===== src/rtl/cacheline_adapter.sv =====
// rtl/cacheline_adapter.sv - cacheline to fixed-burst memory adapter
`timescale 1ns/1ps

module cacheline_adapter #(
  parameter  int s_line  = 256,
  parameter  int s_beat  = 64,
  localparam int s_burst = s_line / s_beat
) (
  input  logic              clk,
  input  logic              rst,
  input  logic [s_line-1:0] line_i,
  output logic [s_line-1:0] line_o,
  input  logic [31:0]       address_i,
  input  logic              read_i,
  input  logic              write_i,
  output logic              resp_o,
  input  logic [s_beat-1:0] burst_i,
  output logic [s_beat-1:0] burst_o,
  output logic [31:0]       address_o,
  output logic              read_o,
  output logic              write_o,
  input  logic              resp_i
);

  localparam int cw  = $clog2(s_burst);
  localparam int off = $clog2(s_line / 8);
  localparam logic [cw-1:0] last_beat = cw'(s_burst - 1);
  // Line-aligned address: low bits select bytes within the line and are dropped.
  localparam logic [31:0] addr_mask = ~((32'd1 << off) - 32'd1);

  typedef enum logic [1:0] {IDLE, READ, WRITE, DONE} state_t;

  state_t            state;
  logic [cw-1:0]     cnt;
  logic [s_line-1:0] line_buf;
  logic [31:0]       addr_q;
  logic              read_q;
  logic              write_q;
  logic              resp_q;

  // Request acceptance, beat sequencing and registered handshake outputs.
  always_ff @(posedge clk or negedge rst) begin
    if (!rst) begin
      state    <= IDLE;
      cnt      <= '0;
      line_buf <= '0;
      addr_q   <= '0;
      read_q   <= 1'b0;
      write_q  <= 1'b0;
      resp_q   <= 1'b0;
    end else begin
      case (state)
        IDLE: begin
          // Write wins when the cache raises both requests at once.
          if (write_i) begin
            addr_q   <= address_i & addr_mask;
            line_buf <= line_i;
            cnt      <= '0;
            write_q  <= 1'b1;
            state    <= WRITE;
          end else if (read_i) begin
            addr_q   <= address_i & addr_mask;
            cnt      <= '0;
            read_q   <= 1'b1;
            state    <= READ;
          end
        end
        READ: begin
          if (resp_i) begin
            line_buf[s_beat*int'(cnt) +: s_beat] <= burst_i;
            cnt <= cnt + 1'b1;
            if (cnt == last_beat) begin
              read_q <= 1'b0;
              resp_q <= 1'b1;
              state  <= DONE;
            end
          end
        end
        WRITE: begin
          if (resp_i) begin
            cnt <= cnt + 1'b1;
            if (cnt == last_beat) begin
              write_q <= 1'b0;
              resp_q  <= 1'b1;
              state   <= DONE;
            end
          end
        end
        DONE: begin
          resp_q <= 1'b0;
          state  <= IDLE;
        end
        default: state <= IDLE;
      endcase
    end
  end

  // The write beat is selected from registered buffer and counter only.
  always_comb begin
    burst_o = '0;
    if (state == WRITE) burst_o = line_buf[s_beat*int'(cnt) +: s_beat];
  end

  assign line_o    = line_buf;
  assign address_o = addr_q;
  assign read_o    = read_q;
  assign write_o   = write_q;
  assign resp_o    = resp_q;

endmodule


===== config.mk =====
export PLATFORM = sky130hd
export DESIGN_NAME = cacheline_adapter
export DESIGN_NICKNAME = d
export VERILOG_FILES = /design/src/rtl/cacheline_adapter.sv
export SDC_FILE = /design/constraint.sdc
export NUM_CORES = 1
export LEC_CHECK = 0
export ABC_AREA = 1
export CORE_AREA = 2 2 277 279
export DETAILED_ROUTE_END_ITERATION = 6
export DIE_AREA = 0 0 279 281
export GPL_TIMING_DRIVEN = 0
export PLACE_DENSITY_LB_ADDON = 0.3
export SLEW_MARGIN = 10
export SYNTH_ARGS = -nofsm -noshare
export SYNTH_HDL_FRONTEND = slang
export SYNTH_SLANG_ARGS = --single-unit

===== constraint.sdc =====
create_clock -name clk -period 7.3 [get_ports clk]
set_clock_uncertainty 0.1 [all_clocks]
set_input_delay 1.095 -clock clk [delete_from_list [all_inputs] [get_ports clk]]
set_output_delay 1.095 -clock clk [all_outputs]
set_load 0.02 [all_outputs]

# ---- Word-level counts from Yosys, hierarchy flattened
# Cells that the tools add are included.
dict set report word_totals {
  reg_bits 295
  output_inout_bits 355
  elab_cells 66
}
dict set report classes {
  add_sub_neg 2
  n_eq_ne 14
  shift 3
  muxes 26
  reduce_logical 14
}
# operator count
set ops {}
lappend ops {{$mux 256} 2}
lappend ops {{$pmux 256 s2} 1}
lappend ops {{$bwmux 256} 1}
lappend ops {{$shift 64x33->256 const A} 1}
lappend ops {{$shiftx 256x9->64} 1}
lappend ops {{$shiftx 64x33->256} 1}
lappend ops {{$mux 32} 2}
lappend ops {{$mux 64} 1}
lappend ops {{$neg 8->33} 1}
lappend ops {{$mux 2} 7}
lappend ops {{$ne 2x2->1 const B} 7}
lappend ops {{$reduce_and 3->1} 4}
lappend ops {{$reduce_bool 2->1} 5}
lappend ops {{$mux 1} 7}
lappend ops {{$eq 2x2->1 const B} 3}
lappend ops {{$pmux 1 s2} 3}
lappend ops {{$pmux 2 s3} 1}
lappend ops {{$reduce_and 5->1} 1}
lappend ops {{$ne 2x1->1 const B} 2}
lappend ops {{$pmux 2 s2} 1}
lappend ops {{$reduce_and 4->1} 1}
lappend ops {{$ne 3x3->1 const B} 1}
lappend ops {{$add 2x1->2 const B} 1}
lappend ops {{$eq 2x1->1 const B} 1}
lappend ops {{3 further kinds} 3}

# ---- Depth between registers and ports, before layout
# Gate-level depths: netlist of the first run.
dict set report depth {
  depth_word 5
  ltp_mapped 13
}

# ---- Worst setup path before layout of the first run
# No wires, ideal clock.
dict set report synth_timing {
  path_kind {register to output}
  start {register cnt[0]}
  end {output port burst_o[55]}
  arrival_time_ns 1.523
  required_ns 6.105
  setup_slack_ns 4.582
  stages_incl_launch_ff 7
  n_path_buf 3
  cell_sequence {dfrtp_1 > buf_2 > inv_2 > buf_2 > clkbuf_1 > o21ai_0 > a21oi_1}
}
dict set report synth_between {
  elab_chain_cells 2
}
# item line_no
set synth_lines {}
lappend synth_lines {{from (decl)} 34} ;# logic [cw-1:0] cnt;
lappend synth_lines {{from (signal assigned)} 71} ;# cnt <= cnt + 1'b1;
lappend synth_lines {{from (signal assigned)} 81} ;# cnt <= cnt + 1'b1;
lappend synth_lines {{$shiftx 256x9->64} 101} ;# if (state == WRITE) burst_o = line_buf[s_beat*int'(cnt) +: s_beat];
lappend synth_lines {{$mux 64} 101}
lappend synth_lines {{to (decl)} 18} ;# output logic [s_beat-1:0] burst_o,
# No other way between the ends.

# ---- Worst setup path after layout of the first run
dict set report layout_timing {
  start {register cnt[1]}
  end {output port burst_o[61]}
}
# Same word-level chain as after synthesis.

==> reports/metrics.yaml, run 1 <==
status: "completed"
synth_cells: 3050
post_cts_resized: 0
grt.overflow.total: 0
crit_required_ns: 6.11
start_util_pct: 24.7
critical_path_class: "flip-flop to primary output"
dp_hpwl_um: 82400
p_int_mw: 6.30
yosysTopAreaCell: "dfrtp_1"
synthTopCellsByArea: "dfrtp_1, nand2_1, nand3_1"
drt_pass1_iterations: 5
clk_pin_slew_ns: 0.06
slew_violations: 0
cts_tree: "yes"
avgSynthCellArea_um2: 6.11
syn_area_mm2: 0.0186
p_seq_share_pct: 22.5
num_vias: 23057
end_kind: "primary output"
reg2reg_depth: 10
vias_per_cell: 4.78
final.period_utilization_pct: 69.6
leakage_nw: 14.5
r2r_start: "cnt[1]$_DFFE_PN0P_"
synth_warnings: 0
clkLatencyLatePin_ns: 0.57
dp_cells: 4736
hold_viol: 0
tightest_slew_ns: 1.15
rsz0062_at_grt: "false"
grt_pass1_vias: 21657
hold_path.class: "input pin to asynchronous set/reset pin"
finalNonFillerCells: 4824
ir_drop_uv: 258
cts_inserted_buffers: 40
period_minus_slack_ns: 5.08
maxCapViolCount: 0
num_io_pins: 712
design_area_mm2: 0.0283
layout_common_cells: "nand2_1, clkdlybuf4s50_1, dfrtp_1"
antenna_found_initial: 16
sw_frac_of_total_pct: 53.6
critPathLaunchType: "flip-flop"
port_buffers: 701
final_common_cell: "nand2_1"
power_density_mw_per_mm2: 480
fin_nets: 4166
yosysSeqAreaShare_pct: 39.0
grt_first_pass_wirelength_um: 152000
placed_area_mm2: 0.0270
pwr-share-comb_pct: 63.1
rows: 101
postCtsSetupRepairBufs: 0
wire_per_inst_um: 22.4
pwr-share-clk_pct: 14.4
cts_hold_buf: 0
cp-startpoint: "cnt[1]$_DFFE_PN0P_"
drt_wl_total_um: 108000
drt_iter0_drc: 2007
synth_top_area_share_pct: 39.0
antenna_left: 0
finalSetupViolCount: 0
drcViolationCount: 0
slew_headroom_pct: 23.4
r2r_setup_slack_ns: 2.83
die_w_um: 279
cp.arrival_ns: 3.89
syn2layout_area_growth_pct: 51.9
drive_gt1_share_pct: 6.11
p_sw_mw: 7.29
fillers: 8103
fin_util_pct: 37.5
die_area_mm2: 0.0784
clockBufferDepth: 3
grt_max_degree: 99
htree_levels: 2
gp_congestion: 0.927
crit_fanout: 12
synth_cell_types: 21
max_freq_mhz: 197
cts.sinks: 290
power_mw: 13.6
synth-seq-cells: 290
coreArea_mm2: 0.0754
die_h_um: 281
cts_root_buf: "clkbuf_16"
grtUsageTotal_pct: 26.6
## layer usage
metal	vias up	global-route usage [%]	routed length [um]
li1	10896	-	-
met1	10826	33.5	44300
met2	1140	44.2	51400
met3	187	5.97	8900
met4	8	10.5	3650
met5	-	0	44
## synth_stat cells
library cell and n:
a21oi_1 97, buf_1 5, buf_2 137, buf_4 11, clkbuf_1 68, conb_1 1
dfrtp_1 290, ha_1 9, inv_1 137, inv_2 5, inv_4 1, nand2_1 1633
nand2_2 2, nand2_4 2, nand3_1 252, nand3b_1 4, nor2_1 253, nor2_2 3
nor2_4 3, nor2_8 3, o21ai_0 134
## power by group through the flow
| stage | Combinational [mW] | Clock [mW] | Sequential, mW |
|---|---|---|---|
| 6_report | 8.57 | 1.96 | 3.05 |
| 5_1_grt | 9.26 | 2.05 | 3.10 |
| 4_1_cts | 8.54 | 2.00 | 3.03 |
| 3_5_place_dp | 8.52 | 0 | 3.04 |
| 3_3_place_gp | 8.44 | 0 | 3.06 |
| 2_1_floorplan | 3.85 | 0 | 3.57 |
## final timing paths
| path | endpoint |
|---|---|
| max in group asynchronous | line_o[103]$_DFFE_PN0P_ |
| max | burst_o[61] |
| min reg2reg | line_o[153]$_DFFE_PN0P_ |
| min in group clk | line_o[153]$_DFFE_PN0P_ |
| max reg2reg | line_o[103]$_DFFE_PN0P_ |
| min | line_o[18]$_DFFE_PN0P_ |
## final cells by class
class,count,area [um2],area share (%)
Antenna cell,17,42.5,0.150
Buffer,221,1040,3.69
Clock buffer,59,1170,4.15
Clock inverter,12,95.1,0.336
Inverter,143,539,1.91
Multi-Input combinational cell,2400,9820,34.7
Sequential cell,290,7260,25.6
Tap cell,978,1220,4.32
Timing Repair Buffer,704,7100,25.1
## worst max-delay path, cell delays in order, from the launching register on
cell and delay [ns]:
dfrtp_1 0.44, inv_1 0.17, clkbuf_1 0.87, clkbuf_1 0.64, nand2_1 0.12, a21oi_1 0.38, clkdlybuf4s50_1 0.69
## registers in the layout (all words and copies together) (netlist names)
register / cells
cnt: 2
read_o: 1
line_o: 256
address_o: 27
resp_o: 1
write_o: 1
state: 2
## per-stage QoR
stage          setup TNS (ns)  setup slack [ns]  hold slack, ns
2_1_floorplan               0              4.58           0.403
3_3_place_gp         -2630.92             -9.13           0.388
3_5_place_dp                0              2.78           0.388
4_1_cts                     0              2.15           0.199
5_1_grt                     0              2.15           0.209
6_report                    0              2.22           0.221
## logic make-up after synthesis
kind of cell	Yosys count	share of synthesized area, %
flip-flops	290	39.0
AND/OR/NAND/NOR	2155	45.7
adder cells (fa/ha/maj)	9	0.604
AO/OA/AOI/OAI	231	6.21
buffers and inverters	364	8.49
other	1	0.0201
Note: power is estimated with default switching activity, not from simulation.
==> run 2: changes to the inputs <==
==> constraint.sdc (replaced) <==
create_clock -name clk -period 4.8 [get_ports clk]
set_clock_uncertainty 0.1 [all_clocks]
set_input_delay 0.72 -clock clk [delete_from_list [all_inputs] [get_ports clk]]
set_output_delay 0.72 -clock clk [all_outputs]
set_load 0.02 [all_outputs]
==> reports/metrics.yaml, run 2 (synthesis gave the netlist of run 1 again) <==
slew_headroom_pct: 25.5  # +2.1 points
clkLatencyLatePin_ns: 0.57  # about the same
drive_gt1_share_pct: 6.11  # about the same
min_path_cells: 2
drt_pass1_iterations: 6  # +1
grtUsageTotal_pct: 26.6  # unchanged
cts.sinks: 290  # unchanged
layout_common_cells: "nand2_1, clkdlybuf4s50_1, dfrtp_1"
cts_inserted_buffers: 40  # unchanged
crit_required_ns: 3.98  # -2.13 ns
drt-met1-wl_um: 44300  # about the same
antenna_left: 0  # unchanged
pwr-share-clk_pct: 14.4  # about the same
die_area_mm2: 0.0784  # unchanged
wire_per_inst_um: 22.4  # about the same
die_h_um: 281  # unchanged
num_io_pins: 712  # unchanged
syn2layout_area_growth_pct: 51.9  # about the same
leakage_nw: 14.5  # about the same
post_cts_resized: 0  # unchanged
hold_viol: 0  # unchanged
period_minus_slack_ns: 4.65
grt_first_pass_wirelength_um: 152000  # unchanged
p_sw_mw: 11.1  # +52%
coreArea_mm2: 0.0754  # unchanged
die_w_um: 279  # unchanged
rows: 101  # unchanged
final_common_cell: "nand2_1"
num_vias: 23051  # -0.026%
reg2reg_depth: 10  # unchanged
clockBufferDepth: 3  # unchanged
htree_levels: 2  # unchanged
dp_hpwl_um: 82400  # unchanged
p_seq_share_pct: 22.5  # about the same
maxCapViolCount: 0  # unchanged
largest_register_ffs: 256  # unchanged
pwr-share-comb_pct: 63.1  # about the same
crit_fanout: 12  # unchanged
rsz0062_at_grt: "false"
drt_wl_total_um: 108000  # -0.12%
critPathLaunchType: "flip-flop"
vias_per_cell: 4.78  # about the same
gp_congestion: 0.927  # unchanged
power_density_mw_per_mm2: 730  # +52%
postCtsSetupRepairBufs: 0  # unchanged
ir_drop_uv: 393  # +52%
highest_layer: "met5"
max_freq_mhz: 215
grt.overflow.total: 0  # unchanged
drt_iter0_drc: 2024  # +0.85%
route.met2.wl_um: 51200  # -0.38%
antenna_found_initial: 16  # unchanged
clk_pin_slew_ns: 0.06  # about the same
holdWs_ns: 0.406  # +0.185 ns
met3_length_um: 8770  # -1.5%
drcViolationCount: 0  # unchanged
final.period_utilization_pct: 96.9
cts_hold_buf: 1  # +1
critical_path_class: "flip-flop to primary output"
end_kind: "primary output"
grt_max_degree: 99  # unchanged
cts_root_buf: "clkbuf_16"
port_buffers: 701  # unchanged
slew_violations: 0  # unchanged
setup_ws_ns: 0.147  # -2.07 ns
cp.arrival_ns: 3.83  # -0.06 ns
fin_nets: 4167  # +0.024%
finalSetupViolCount: 0  # unchanged
hold_path.class: "flip-flop to flip-flop"
grt_pass1_vias: 21657  # unchanged
sw_frac_of_total_pct: 53.6  # about the same
tightest_slew_ns: 1.12  # -0.0314 ns
status: "completed"
start_util_pct: 24.7  # unchanged
cts_tree: "yes"
pre_cts_ws_ns: 0.276  # -2.50 ns
p_int_mw: 9.58  # +52%
-- run 2: power groups by stage --
| stage | sequential (mW) | clock [mW] | combinational (mW) |
|---|---|---|---|
| final | 4.64 | 2.98 | 13.0 |
| after detailed placement | 4.62 | 0 | 13.0 |
| after global routing | 4.72 | 3.12 | 14.1 |
| after floorplan | 5.42 | 0 | 5.86 |
| after CTS | 4.61 | 3.04 | 13.0 |
| after global placement | 4.65 | 0 | 12.8 |
-- run 2: layout make-up --
class	count	area [um2]
fillers	8104	47100
diodes	14	35.0
flip-flops and latches	290	7260
inverters	143	539
clock buffers	59	1170
repair buffers	705	7110
clock inverters	12	95.1
plain buffers	221	1040
well taps	978	1220
multi-input cells	2400	9820
-- run 2: final timing paths --
| path | start | to | slack (ns) |
|---|---|---|---|
| min | line_o[0]$_DFFE_PN0P_ | line_o[0]$_DFFE_PN0P_ | 0.41 |
| min in group asynchronous | rst | line_o[18]$_DFFE_PN0P_ | 0.45 |
| max in group asynchronous | rst | line_o[103]$_DFFE_PN0P_ | 2.82 |
| min reg2reg | line_o[0]$_DFFE_PN0P_ | line_o[0]$_DFFE_PN0P_ | 0.41 |
| max reg2reg | cnt[1]$_DFFE_PN0P_ | line_o[103]$_DFFE_PN0P_ | 0.40 |
| max | cnt[1]$_DFFE_PN0P_ | burst_o[61] | 0.15 |
-- run 2: worst max-delay path: stages, from the launching register on --
cell and delay [ns]:
dfrtp_1 0.43, inv_1 0.17, clkbuf_1 0.84, clkbuf_1 0.62, nand2_1 0.12, a21oi_1 0.38, clkdlybuf4s50_1 0.69
-- run 2: per-layer routing --
metal | vias up | global-route usage (%)
met2 | 1094 | 44.2
met1 | 10869 | 33.5
li1 | 10894 | -
met5 | - | 0
met4 | 8 | 10.5
met3 | 186 | 5.96
-- run 2: metrics by stage --
stage               power (mW)  setup TNS [ns]  cell area [um2]  utilization, %  cells
detailed placement        17.6               0            27000            35.8   4736
floorplan                 11.3               0            18600               -   3054
CTS                       20.6               0            28300            37.5   4808
global route              21.9               0            28300            37.5   4812
finish                    20.6               0            28300            37.5   4822
global placement          17.5        -3247.17            26900            35.6   4733
